$ cat src/rtl/ship_life_ctrl.sv
// Player ship life controller: lives, explosion animation, respawn
// invulnerability with blinking, and game-over handling.
module ship_life_ctrl #(
  parameter int unsigned LIVES_INIT    = 3,
  parameter int unsigned EXPLODE_STEP  = 4,
  parameter int unsigned INVULN_FRAMES = 120,
  parameter int unsigned BLINK_FRAMES  = 8
) (
  input  logic       pclk,
  input  logic       rst,
  input  logic       frame_tick,
  input  logic       hit,
  input  logic       game_start,
  output logic [1:0] lives,
  output logic       ship_visible,
  output logic       ship_enable,
  output logic       hit_mask,
  output logic       explosion_active,
  output logic [2:0] explosion_frame,
  output logic       life_lost,
  output logic       game_over
);

  typedef enum logic [2:0] {
    IDLE,
    ALIVE,
    EXPLODE,
    INVULN,
    GAME_OVER
  } state_t;

  // Counters compare against "last tick" values so each phase spans exactly N ticks.
  localparam logic [1:0] LIVES_LOAD  = 2'(LIVES_INIT);
  localparam logic [7:0] STEP_LAST   = 8'(EXPLODE_STEP - 1);
  localparam logic [7:0] INVULN_LAST = 8'(INVULN_FRAMES - 1);
  localparam logic [7:0] BLINK_LAST  = 8'(BLINK_FRAMES - 1);

  state_t     state_reg;
  logic [7:0] step_cnt_reg;
  logic [7:0] invuln_cnt_reg;
  logic [7:0] blink_cnt_reg;

  always_ff @(posedge pclk) begin
    if (rst) begin
      state_reg        <= IDLE;
      lives            <= LIVES_LOAD;
      ship_visible     <= 1'b0;
      ship_enable      <= 1'b0;
      hit_mask         <= 1'b1;
      explosion_active <= 1'b0;
      explosion_frame  <= 3'd0;
      life_lost        <= 1'b0;
      game_over        <= 1'b0;
      step_cnt_reg     <= 8'd0;
      invuln_cnt_reg   <= 8'd0;
      blink_cnt_reg    <= 8'd0;
    end else begin
      life_lost <= 1'b0;
      case (state_reg)
        IDLE, GAME_OVER: begin
          if (game_start) begin
            state_reg      <= ALIVE;
            lives          <= LIVES_LOAD;
            ship_visible   <= 1'b1;
            ship_enable    <= 1'b1;
            hit_mask       <= 1'b0;
            game_over      <= 1'b0;
            step_cnt_reg   <= 8'd0;
            invuln_cnt_reg <= 8'd0;
            blink_cnt_reg  <= 8'd0;
          end
        end

        // A coincident frame_tick is deliberately dropped when hit wins.
        ALIVE: begin
          if (hit) begin
            state_reg        <= EXPLODE;
            if (lives != 2'd0) lives <= lives - 2'd1;
            life_lost        <= 1'b1;
            ship_visible     <= 1'b0;
            ship_enable      <= 1'b0;
            hit_mask         <= 1'b1;
            explosion_active <= 1'b1;
            explosion_frame  <= 3'd0;
            step_cnt_reg     <= 8'd0;
            invuln_cnt_reg   <= 8'd0;
            blink_cnt_reg    <= 8'd0;
          end
        end

        EXPLODE: begin
          if (frame_tick) begin
            if (step_cnt_reg == STEP_LAST) begin
              step_cnt_reg <= 8'd0;
              if (explosion_frame == 3'd7) begin
                explosion_active <= 1'b0;
                explosion_frame  <= 3'd0;
                invuln_cnt_reg   <= 8'd0;
                blink_cnt_reg    <= 8'd0;
                if (lives == 2'd0) begin
                  state_reg    <= GAME_OVER;
                  game_over    <= 1'b1;
                  ship_visible <= 1'b0;
                  ship_enable  <= 1'b0;
                  hit_mask     <= 1'b1;
                end else begin
                  state_reg    <= INVULN;
                  ship_visible <= 1'b1;
                  ship_enable  <= 1'b1;
                  hit_mask     <= 1'b1;
                end
              end else begin
                explosion_frame <= explosion_frame + 3'd1;
              end
            end else begin
              step_cnt_reg <= step_cnt_reg + 8'd1;
            end
          end
        end

        INVULN: begin
          if (frame_tick) begin
            if (invuln_cnt_reg == INVULN_LAST) begin
              state_reg      <= ALIVE;
              ship_visible   <= 1'b1;
              ship_enable    <= 1'b1;
              hit_mask       <= 1'b0;
              invuln_cnt_reg <= 8'd0;
              blink_cnt_reg  <= 8'd0;
              step_cnt_reg   <= 8'd0;
            end else begin
              invuln_cnt_reg <= invuln_cnt_reg + 8'd1;
              if (blink_cnt_reg == BLINK_LAST) begin
                blink_cnt_reg <= 8'd0;
                ship_visible  <= ~ship_visible;
              end else begin
                blink_cnt_reg <= blink_cnt_reg + 8'd1;
              end
            end
          end
        end

        default: state_reg <= IDLE;
      endcase
    end
  end

endmodule
$ cat config.mk
export PLATFORM = sky130hd
export DESIGN_NAME = ship_life_ctrl
export DESIGN_NICKNAME = d
export VERILOG_FILES = /design/src/rtl/ship_life_ctrl.sv
export SDC_FILE = /design/constraint.sdc
export NUM_CORES = 1
export LEC_CHECK = 0
export ABC_AREA = 1
export BUFFER_PORTS_ARGS = -buffer_cell sky130_fd_sc_hd__buf_2
export CAP_MARGIN = 20
export CELL_PAD_IN_SITES_DETAIL_PLACEMENT = 1
export CELL_PAD_IN_SITES_GLOBAL_PLACEMENT = 1
export CORE_ASPECT_RATIO = 2
export CORE_MARGIN = 2
export CORE_UTILIZATION = 42
export CTS_CLUSTER_DIAMETER = 120
export CTS_CLUSTER_SIZE = 14
export DETAILED_ROUTE_END_ITERATION = 7
export PLACE_DENSITY = 0.87
export SLEW_MARGIN = 10
export SYNTH_ARGS = -nofsm -noshare
export SYNTH_HDL_FRONTEND = slang
export SYNTH_SLANG_ARGS = --single-unit
$ cat constraint.sdc
create_clock -name pclk -period 1.65 [get_ports pclk]
set_input_delay 0 -clock pclk [delete_from_list [all_inputs] [get_ports pclk]]
set_output_delay 0 -clock pclk [all_outputs]
set_load 0.02 [all_outputs]
# Yosys cells after proc, flatten, opt, wreduce, memory -nomap -nowiden
# Index checks and enable logic that the tools add are counted.
word_totals:
  inputBits: 5
  wordCells: 121
  output_inout_bits: 11
  ff_bits: 38
op_classes:
  bitwise: 2
  n_reduce_logical: 18
  n_mux: 66
  add_sub_neg: 5
  eq_ne: 18
op_table:
  columns: ["operator", "n"]
  rows:
  - ["$mux W8", 14]
  - ["$pmux W8 S4", 3]
  - ["$mux W3", 12]
  - ["$mux W1", 26]
  - ["$add A8 B1 Y8 const B", 3]
  - ["$ne A2 B2 Y1 const B", 9]
  - ["$reduce_and A8 Y1", 2]
  - ["$reduce_and A7 Y1", 2]
  - ["$pmux W1 S4", 3]
  - ["$pmux W3 S4", 1]
  - ["$reduce_and A6 Y1", 2]
  - ["$eq A8 B2 Y1 const B", 1]
  - ["$eq A8 B3 Y1 const B", 1]
  - ["$eq A8 B7 Y1 const B", 1]
  - ["$reduce_and A4 Y1", 2]
  - ["$reduce_bool A2 Y1", 4]
  - ["$eq A3 B2 Y1 const B", 2]
  - ["$eq A3 B3 Y1 const B", 2]
  - ["$mux W2", 3]
  - ["$pmux W3 S2", 1]
  - ["$reduce_and A5 Y1", 1]
  - ["$pmux W1 S2", 2]
  - ["$pmux W2 S2", 1]
  - ["$reduce_bool A4 Y1", 1]
  - ["8 further kinds", 10]

# Logic depth before layout (Yosys ltp)
# Gate-level depths: netlist (run 1).
logic_depth:
  depth_word: 6
  mapped_depth: 11
  depth_no_buf: 11

# Least setup slack after synthesis (run 1)
# OpenSTA, ideal clock, no wires.
synth_timing:
  kind: "reg-to-reg"
  from: "register explosion_frame[0]"
  to: "register blink_cnt_reg[3]"
  required_time_ps: 1518
  period_less_slack_ps: 1614
  setup_slack_ps: 36
  setup_ps: 132
  path_stages_with_launch: 11
  n_path_buf: 1
  t_arrival_ps: 1481
  path_cell_list: "dfxtp_1 > ha_1 > ha_1 > inv_1 > nand2_1 > nand2_1 > nor2_2 > nand2_4 > buf_4 > nand2_1 > a21oi_1"
synth_via:
  elab_chain_len: 3
synth_lines:
  columns: ["item", "line_no", "rtl"]
  rows:
  - ["from (decl)", "19", "output logic [2:0] explosion_frame,"]
  - ["from (signal assigned)", "113", "explosion_frame <= explosion_frame + 3'd1;"]
  - ["$eq A3 B3 Y1", "95", "if (explosion_frame == 3'd7) begin"]
  - ["$ne A2 B2 Y1 (no source line)", null, null]
  - ["$reduce_and A7 Y1 (no source line)", null, null]
  - ["to (signal assigned)", "137", "blink_cnt_reg <= blink_cnt_reg + 8'd1;"]
  - ["to (decl)", "41", "logic [7:0] blink_cnt_reg;"]
# Every way passes these cells.
# A chain may end at the register's enable or synchronous reset.

# Final worst setup path (run 1)
layout_timing:
  from: "register step_cnt_reg[2]"
  to: "register explosion_frame[2]"
layout_via:
  elab_chain_len: 3
layout_lines:
  columns: ["item", "line_no", "rtl"]
  rows:
  - ["from (decl)", "39", "logic [7:0] step_cnt_reg;"]
  - ["from (signal assigned)", "116", "step_cnt_reg <= step_cnt_reg + 8'd1;"]
  - ["$eq A8 B2 Y1", "93", "if (step_cnt_reg == STEP_LAST) begin"]
  - ["$ne A2 B2 Y1 (no source line)", null, null]
  - ["$reduce_and A4 Y1 (no source line)", null, null]
# Every way passes these cells.

==> run_results.csv, run 1 <==
group,metric,value,unit
status,status,"finished, violations left",
status,violations,"setup timing",
synthesis,ys_seq_area_frac,0.315,
grt,grt_max_degree,25,
synthesis,synthMuxAreaShare,0,
setup_path,cp_slowest_cell,"dfxtp_1",
cells_and_area,synthToLayoutAreaGrowth,24.9,%
clocking,clockRootBuffer,"clkbuf_16",
synthesis,synth_cell_types,30,
setup_path,critPathKind,"flop to flop",
floorplan,die_area,6420,um^2
placement,dp_cells,479,
synthesis,synthSimpleGateAreaFrac,0.459,
synthesis,yosys_warnings,0,
power_and_ir_drop,worst_ir_drop_vdd,1.20,mV
detailed_routing,via_per_inst,5.70,
sta,finalWorstSetupSlack,-118,ps
grt,grt_pass1_wl,12.5,mm
hold_path,min_from,"hit",
clocking,clock_sinks,38,
grt,track_usage,0.244,
grt,antenna_found_initial,0,
sta,period_share,1.07,
cells_and_area,antennaDiodeCount,0,
detailed_routing,dr.pass1.iters,5,
setup_path,slowest_delay,380,ps
power_and_ir_drop,combPwrFrac,0.549,
detailed_routing,drt_iter0_drc,122,
synthesis,synth_compound_area_frac,0.0880,
clocking,clk_path_buf_depth,2,
floorplan,core,5610,um^2
sta,hold_viol,0,
setup_path,cpMostUsedCell,"nor2_1",
clocking,cts_max_level,2,
power_and_ir_drop,power.switching,2.17,mW
detailed_routing,totalWireLength,9.60,mm
sta,finalHoldWorstSlack,16.5,ps
sta,relSlewSlack,0.685,
clocking,cts_inserted_buffers,5,
sta,post-route-min-period,1770,ps
hold_path,whs_endpoint,"life_lost",
setup_path,r2r_slack,-120,ps
placement,gp_congestion,0.877,
clocking,worstSkewPairLatency,280,ps
setup_path,r2r-start,"step_cnt_reg[2]",
sta,skew,5.85,ps
synthesis,synth-seq-cells,38,
power_and_ir_drop,power_density,1550,nW/um^2
setup_path,endpoint_kind,"flop",
floorplan,die_h,111,um
synthesis,synth_top_family_by_area,"simple AND/OR/NAND/NOR gates",
hold_path,hold_depth,3,
placement,dpl.hpwl,5.48,mm
setup_path,required,1860,ps
synthesis,syn_area_per_cell,6.09,um^2
placement,port_buffers,15,
grt,overflow,0,
power_and_ir_drop,pwr-share-seq,0.254,
synthesis,synth_xor_area_frac,0.0109,
cells_and_area,mostFrequentLayoutCell,"nand2_1",
synthesis,synthAdderAreaFrac,0.0311,
power_and_ir_drop,power.total,4.68,mW
job,drv_cap,0,
detailed_routing,vias,2844,
setup_path,reg2regPathDepth,8,
power_and_ir_drop,switching_share,0.464,
placement,placed_cell_area,2660,um^2
detailed_routing,routedWlPerCell,19.2,um
grt,grt_pass1_vias,2857,
clocking,clk_pin_slew_worst_paths,60,ps
cells_and_area,fin_cells,499,
power_and_ir_drop,power.share.clock,0.198,
cells_and_area,finish.utilization,0.538,
sta,slew_violations,0,
sta,tns,-1470,ps
setup_path,r2r_end,"explosion_frame[2]",
setup_path,crit_chain,"nor2_1 > nand2_1 > nor2_1 > buf_4 > nor2_1 > nor3_1 > nand2_1 > a21oi_1",
cells_and_area,fin_area,3020,um^2
sta,worst_pin_slew,472,ps
floorplan,die_w,57.6,um
placement,post-place-ws,-15.5,ps
floorplan,start_util,0.431,
detailed_routing,drc,0,
cells_and_area,drive_above_1_share,0.224,
detailed_routing,detail-route-antenna-nets,0,
setup_path,cp.arrival,1970,ps
setup_path,startpoint_type,"flop",
synthesis,syn_area,2420,um^2
sta,clock.fmax,0.566,GHz
cells_and_area,final_cell_mix,"nand2_1, nor2_1, inv_1",
sta,setup_violations,31,
power_and_ir_drop,p_int,2.51,mW
cells_and_area,final_nets,449,
clocking,cts_tree,"done",
synthesis,synthCells,397,
floorplan,rows,39,
hold_path,hp-class,"input pin to flop",
setup_path,cp_max_fo,7,
synthesis,syn_nets,408,
floorplan,pin_count,16,
clocking,ctsHoldBuffers,0,
power_and_ir_drop,leakage,1.36,nW
final cells by class:
type                            count  area [um^2]
Fill cell                         759         2590
Multi-Input combinational cell    301         1540
Sequential cell                    38          772
Timing Repair Buffer               44          322
Inverter                           48          180
Clock buffer                        7          133
Tap cell                           61         76.3
what timing repair did:
item | in CTS | in global routing
gates resized for setup | 7 | 35
setup endpoints to repair | 11 | 34
setup buffers | 1 | 12
pin swaps | 2 | 10
cell usage after synthesis, drive strengths merged:
cell    count  area, um^2
nand2     133         514
nor2       75         324
inv        48         180
dfxtp      38         761
nand3      31         178
a21oi      27         139
o21ai       9        45.0
ha          6        75.1
buf         5        33.8
clkbuf      5        18.8
nor3        5        25.0
nand3b      3        35.0
nand4       3        18.8
nor3b       2        15.0
o211ai      2        15.0
xor2        2        17.5
o21bai      1        7.51
o22ai       1        6.26
xnor2       1        8.76
power by group through the flow:
stage	sequential, mW	combinational (mW)	clock (mW)
6_report	1.19	2.57	0.926
4_1_cts	1.15	2.07	0.928
3_5_place_dp	1.17	2.02	0
5_1_grt	1.19	2.72	0.964
2_1_floorplan	1.23	1.27	0
3_3_place_gp	1.16	1.92	0
layer usage:
layer	up-vias	routed length, um	track usage
met4	0	490	0.101
met3	36	250	0.0292
met5	-	0	0
met2	85	5160	0.453
met1	1405	3700	0.264
li1	1318	-	-
worst max path at each step:
stage,slack (ps),end,cells past startpoint,from
after CTS,4,invuln_cnt_reg[1],8,state_reg[2]
after global placement,60,blink_cnt_reg[1],9,explosion_frame[0]
after global routing,-240,blink_cnt_reg[1],9,explosion_frame[0]
after detailed placement,-20,hit_mask,10,invuln_cnt_reg[1]
after floorplan,40,blink_cnt_reg[3],10,explosion_frame[0]
final,-120,explosion_frame[2],8,step_cnt_reg[2]
cell families after synthesis:
| kind of cell | count (synthesis) |
|---|---|
| and+or+nand+nor | 252 |
| buffers and inverters | 58 |
| AOI/OAI and AO/OA | 40 |
| DFF | 38 |
| adders and majority gates | 6 |
| xor gates and xnor gates | 3 |
worst max-delay path: cells and delay by family (launching register included):
family | cells | cell delay, ps
flip-flops | 1 | 380
AND/OR/NAND/NOR | 6 | 950
AO/OA/AOI/OAI | 1 | 170
buffers and inverters | 1 | 190
(Power assumes the default switching activity.)
==> run 2: changes to the inputs <==
MAX_ROUTING_LAYER = met4   (was not set)
RECOVER_POWER = 50   (was not set)
==> run_results.csv, run 2 (synthesis results as in run 1) <==
group,metric,value,unit
power_and_ir_drop,power_density,1530,nW/um^2
detailed_routing,detail-route-antenna-nets,0,
sta,slew_violations,0,
cells_and_area,antennaDiodeCount,0,
clocking,clock_sinks,38,
setup_path,cp.arrival,1960,ps
floorplan,rows,39,
cells_and_area,fin_area,3000,um^2
setup_path,r2r-start,"explosion_frame[0]",
setup_path,required,1880,ps
placement,post-place-ws,-68.7,ps
sta,setup_violations,10,
setup_path,timing.critical_path.buf_inv,1,
cells_and_area,final_nets,448,
power_and_ir_drop,switching_share,0.464,
setup_path,r2r_end,"ship_visible",
floorplan,die_w,57.6,um
grt,overflow,0,
hold_path,whs_endpoint,"life_lost",
detailed_routing,via_per_inst,5.65,
clocking,cts_max_level,2,
detailed_routing,drt_iter0_drc,127,
detailed_routing,routedWlPerCell,18.6,um
job,drv_cap,0,
power_and_ir_drop,pwr-share-seq,0.262,
grt,antenna_found_initial,0,
setup_path,critPathKind,"flop to flop",
floorplan,die_area,6420,um^2
status,violations,"setup timing",
power_and_ir_drop,leakage,1.31,nW
power_and_ir_drop,power.total,4.58,mW
placement,gp_congestion,0.935,
detailed_routing,dr.pass1.iters,5,
sta,tns,-317,ps
detailed_routing,totalWireLength,9.26,mm
sta,finalHoldWorstSlack,1.87,ps
grt,track_usage,0.271,
placement,placed_cell_area,2670,um^2
power_and_ir_drop,p_int,2.46,mW
setup_path,critPathLaunch,"explosion_frame[0]",
power_and_ir_drop,combPwrFrac,0.526,
sta,period_share,1.05,
floorplan,die_h,111,um
sta,skew,5.52,ps
grt,grt_pass1_vias,2905,
status,status,"finished, violations left",
setup_path,cp_slowest_cell,"dfxtp_2",
placement,port_buffers,15,
power_and_ir_drop,worst_ir_drop_vdd,1.10,mV
sta,clock.fmax,0.578,GHz
floorplan,start_util,0.431,
sta,hold_viol,0,
hold_path,hp-class,"input pin to flop",
grt,grt_max_degree,25,
power_and_ir_drop,power.share.clock,0.212,
setup_path,endpoint_kind,"flop",
clocking,worstSkewPairLatency,290,ps
hold_path,hold_depth,3,
clocking,cts_tree,"done",
cells_and_area,drive_above_1_share,0.204,
cells_and_area,final_cell_mix,"nand2_1, nor2_1, inv_1",
sta,finalWorstSetupSlack,-81.3,ps
clocking,clk_pin_slew_worst_paths,60,ps
cells_and_area,synthToLayoutAreaGrowth,24.3,%
detailed_routing,drc,0,
placement,dpl.hpwl,5.42,mm
detailed_routing,vias,2810,
sta,relSlewSlack,0.627,
clocking,clockRootBuffer,"clkbuf_16",
clocking,clk_path_buf_depth,2,
setup_path,reg2regPathDepth,10,
clocking,cts_inserted_buffers,5,
sta,rsz0062_at_grt,"yes",
setup_path,slowest_delay,360,ps
sta,worst_pin_slew,559,ps
cells_and_area,mostFrequentLayoutCell,"nand2_1",
floorplan,core,5610,um^2
hold_path,min_from,"hit",
setup_path,crit_family,"simple AND/OR/NAND/NOR gates",
setup_path,r2r_slack,-80,ps
power_and_ir_drop,power.switching,2.13,mW
setup_path,cp_max_fo,4,
setup_path,startpoint_type,"flop",
sta,post-route-min-period,1730,ps
clocking,ctsHoldBuffers,0,
floorplan,pin_count,16,
setup_path,crit_chain,"ha_1 > ha_1 > inv_1 > nand2_2 > nand2_2 > nor2_4 > nand3_2 > nand2_1 > nand2_1 > nor2_1",
grt,grt_pass1_wl,13.3,mm
[run 2: worst max path at each step]
stage / end / slack, ps / cells past startpoint
after floorplan: blink_cnt_reg[3] / 40 / 10
after global placement: blink_cnt_reg[1] / 60 / 9
after detailed placement: invuln_cnt_reg[4] / -70 / 10
after CTS: step_cnt_reg[7] / 3 / 10
after global routing: step_cnt_reg[6] / -170 / 11
final: ship_visible / -80 / 10
[run 2: stage by stage]
| stage | util | std cells |
|---|---|---|
| floorplan | - | 397 |
| global placement | 0.476 | 482 |
| detailed placement | 0.476 | 482 |
| CTS | 0.512 | 492 |
| global route | 0.535 | 497 |
| finish | 0.535 | 497 |
[run 2: final cells by class]
cell class	instances	area, um^2
Timing Repair Buffer	43	292
Clock buffer	6	139
Sequential cell	38	772
Tap cell	61	76.3
Multi-Input combinational cell	301	1550
Inverter	48	180
Fill cell	779	2610
[run 2: routing by layer]
metal,up-vias,part of all wire,track usage
li1,1317,-,-
met2,66,0.54,0.476
met1,1403,0.39,0.283
met5,-,0,-
met3,24,0.030,0.0502
met4,0,0.034,0.122
[run 2: what timing repair did]
| item | in CTS | in global routing |
|---|---|---|
| endpoints found under the hold margin | 0 | 0 |
| buffers inserted | 4 | 5 |
| endpoints found under the setup margin | 18 | 34 |
| pin swaps | 4 | 7 |
| gates resized for setup | 11 | 35 |
| cloned | 0 | 0 |
[run 2: power groups by stage]
stage          clock [mW]  sequential, mW  combinational [mW]
6_report            0.971            1.20                2.41
5_1_grt              1.02            1.21                2.59
4_1_cts             0.971            1.17                2.11
3_5_place_dp            0            1.18                1.98
3_3_place_gp            0            1.16                1.88
2_1_floorplan           0            1.23                1.27
[run 2: worst reg2reg max path, delay by kind of cell (launching register included)]
family / cells / cell delay (ps)
DFF: 1 / 360
buffers and inverters: 1 / 70
and+or+nand+nor: 7 / 900
adders and majority gates: 2 / 350
==> run 3: changes to the inputs <==
ABC_AREA = 0   (was 1)
CAP_MARGIN = not set   (was 20)
CORE_UTILIZATION = 45   (was 42)
==> run_results.csv, run 3 <==
group,metric,value,unit
status,status,"finished, violations left",
status,violations,"setup timing",
sta,worst_pin_slew,532,ps
placement,dpl.hpwl,5.89,mm
sta,relSlewSlack,0.645,
synthesis,synthTopCellsByCount,"dfxtp_1, a21oi_1, nand2_1, nor2_1, nor3_1",
floorplan,die_area,5340,um^2
cells_and_area,drive_above_1_share,0.528,
detailed_routing,drt_iter0_drc,206,
synthesis,syn_area_per_cell,8.44,um^2
cells_and_area,fin_area,3410,um^2
clocking,clk_pin_slew_worst_paths,80,ps
job,drv_cap,0,
detailed_routing,totalWireLength,13.8,mm
detailed_routing,drc,0,
placement,post-place-ws,-291,ps
sta,setup_violations,37,
grt,grt_pass1_wl,16.1,mm
power_and_ir_drop,switching_share,0.463,
sta,tns,-8970,ps
hold_path,min_from,"game_start",
synthesis,async_reset_ff_frac,0,
setup_path,critPathKind,"flop to flop",
setup_path,required,1840,ps
placement,port_buffers,15,
grt,track_usage,0.440,
setup_path,cp_num_cells,9,
sta,slew_violations,0,
setup_path,slowest_delay,350,ps
floorplan,start_util,0.464,
power_and_ir_drop,power.share.clock,0.142,
synthesis,syn_area,2130,um^2
grt,antenna_found_initial,0,
cells_and_area,fin_cells,396,
detailed_routing,routedWlPerCell,34.9,um
detailed_routing,via_per_inst,7.32,
power_and_ir_drop,power.switching,2.23,mW
setup_path,startpoint_type,"flop",
sta,post-route-min-period,2120,ps
setup_path,crit_family,"simple AND/OR/NAND/NOR gates",
synthesis,synth_top_area_share,0.356,
synthesis,synthCells,253,
synthesis,synth-seq-cells,38,
sta,skew,12.4,ps
synthesis,yosys_warnings,0,
grt,overflow,0,
clocking,cts_inserted_buffers,5,
detailed_routing,dr.pass1.iters,5,
clocking,clock_sinks,38,
synthesis,ys_seq_area_frac,0.356,
hold_path,hp-class,"input pin to flop",
power_and_ir_drop,power_density,1410,nW/um^2
setup_path,r2r_end,"invuln_cnt_reg[5]",
sta,hold_viol,0,
synthesis,synth-edff-count,0,
cells_and_area,mostFrequentLayoutCell,"buf_4",
synthesis,synth_cell_types,58,
clocking,cts_tree,"done",
detailed_routing,detail-route-antenna-nets,0,
setup_path,r2r-start,"explosion_frame[0]",
floorplan,die_h,101,um
clocking,worstSkewPairLatency,320,ps
power_and_ir_drop,worst_ir_drop_vdd,1.29,mV
clocking,clockRootBuffer,"clkbuf_8",
floorplan,die_w,52.7,um
cells_and_area,final_cell_mix,"buf_4, dfxtp_1, nor2_1",
grt,grt_max_degree,25,
setup_path,cp.arrival,2310,ps
detailed_routing,vias,2897,
setup_path,reg2regPathDepth,9,
setup_path,timing.critical_path.buf_inv,3,
synthesis,yosysMostFrequentCell,"dfxtp_1",
grt,grt_pass1_vias,2802,
power_and_ir_drop,pwr-share-seq,0.237,
power_and_ir_drop,power.total,4.82,mW
synthesis,synth_largest_area_cell,"dfxtp_1",
sta,rsz0062_at_grt,"yes",
placement,gp_congestion,0.879,
sta,clock.fmax,0.472,GHz
setup_path,setup.worst_path.end,"invuln_cnt_reg[5]",
clocking,cts_max_level,2,
cells_and_area,finish.utilization,0.741,
synthesis,synth_flop_cell,"dfxtp_1",
synthesis,ys_top_cells_by_area,"dfxtp_1, a21oi_1, nand2_1",
setup_path,crit_chain,"ha_1 > ha_2 > a31oi_4 > buf_12 > buf_4 > buf_6 > nor4b_4 > xnor2_1 > nor3_1",
cells_and_area,final_nets,353,
power_and_ir_drop,leakage,1.27,nW
sta,period_share,1.28,
floorplan,core,4600,um^2
power_and_ir_drop,combPwrFrac,0.620,
setup_path,cp_max_fo,9,
placement,dp_cells,367,
cells_and_area,antennaDiodeCount,0,
sta,finalHoldWorstSlack,17.3,ps
power_and_ir_drop,p_int,2.59,mW
cells_and_area,synthToLayoutAreaGrowth,59.6,%
setup_path,critPathLaunch,"explosion_frame[0]",
synthesis,syn_nets,264,
setup_path,cp_slowest_cell,"dfxtp_2",
floorplan,pin_count,16,
placement,placed_cell_area,2730,um^2
floorplan,rows,35,
setup_path,r2r_slack,-470,ps
clocking,clk_path_buf_depth,2,
setup_path,endpoint_kind,"flop",
sta,finalWorstSetupSlack,-468,ps
## run 3: cell types whose count changed after synthesis, sizes merged, moves of 4 or more
cell	previous run	this run
inv	48	5
and3	0	4
o21ai	9	16
nor3	5	19
nand2	133	23
nor2	75	23
nand2b	0	4
nand3	31	12
or3b	0	4
nor4	0	6
a31oi	0	4
xnor2	1	7
## run 3: how the worst min path moves through the flow
stage	slack, ps	end	depth (start not counted)
global route	30	game_over	2
CTS	1	game_over	2
global placement	300	game_over	2
floorplan	110	game_over	1
finish	20	game_over	2
detailed placement	310	game_over	2
## run 3: power by group through the flow
stage	clock network (mW)	logic [mW]	registers, mW
after global placement	0	1.65	1.10
after CTS	0.660	2.34	1.10
after global routing	0.712	3.00	1.14
final	0.686	2.99	1.14
after floorplan	0	1.03	1.16
after detailed placement	0	1.76	1.11
## run 3: cells by family after synthesis
| kind of cell | after synthesis | synth area share |
|---|---|---|
| simple gates | 124 | 0.355 |
| buf+inv | 18 | 0.0445 |
| mux | 3 | 0.0141 |
| fa+ha+maj | 6 | 0.0352 |
| xor+xnor | 7 | 0.0287 |
| compound gates | 57 | 0.166 |
| flops | 38 | 0.356 |
## run 3: area by class of cell
| class | instances | area, um^2 |
|---|---|---|
| multi-input cells | 197 | 1690 |
| fillers | 454 | 1190 |
| flip-flops and latches | 38 | 777 |
| repair buffers | 95 | 769 |
| clock buffers | 6 | 82.6 |
| well taps | 55 | 68.8 |
| inverters | 5 | 18.8 |
## run 3: what timing repair did
action,in CTS,in global routing
pin swaps,21,27
gates cloned,0,0
gates resized for setup,52,54
setup endpoints to repair,33,37
buffers inserted,15,11
hold buffers,0,0
## run 3: worst reg2reg max path: stages, from the launching register on
cell     delay (ps)
dfxtp_2         350
ha_1            180
ha_2            290
a31oi_4         120
buf_12          160
buf_4           140
buf_6           120
nor4b_4         230
xnor2_1         110
nor3_1          290
## run 3: per-layer routing
metal	global-route usage	up-vias	wire length [um]
met5	-	-	0
met4	0.266	0	1840
met3	0.0811	158	1110
met2	0.756	267	6600
met1	0.444	1370	4250
li1	-	1102	-
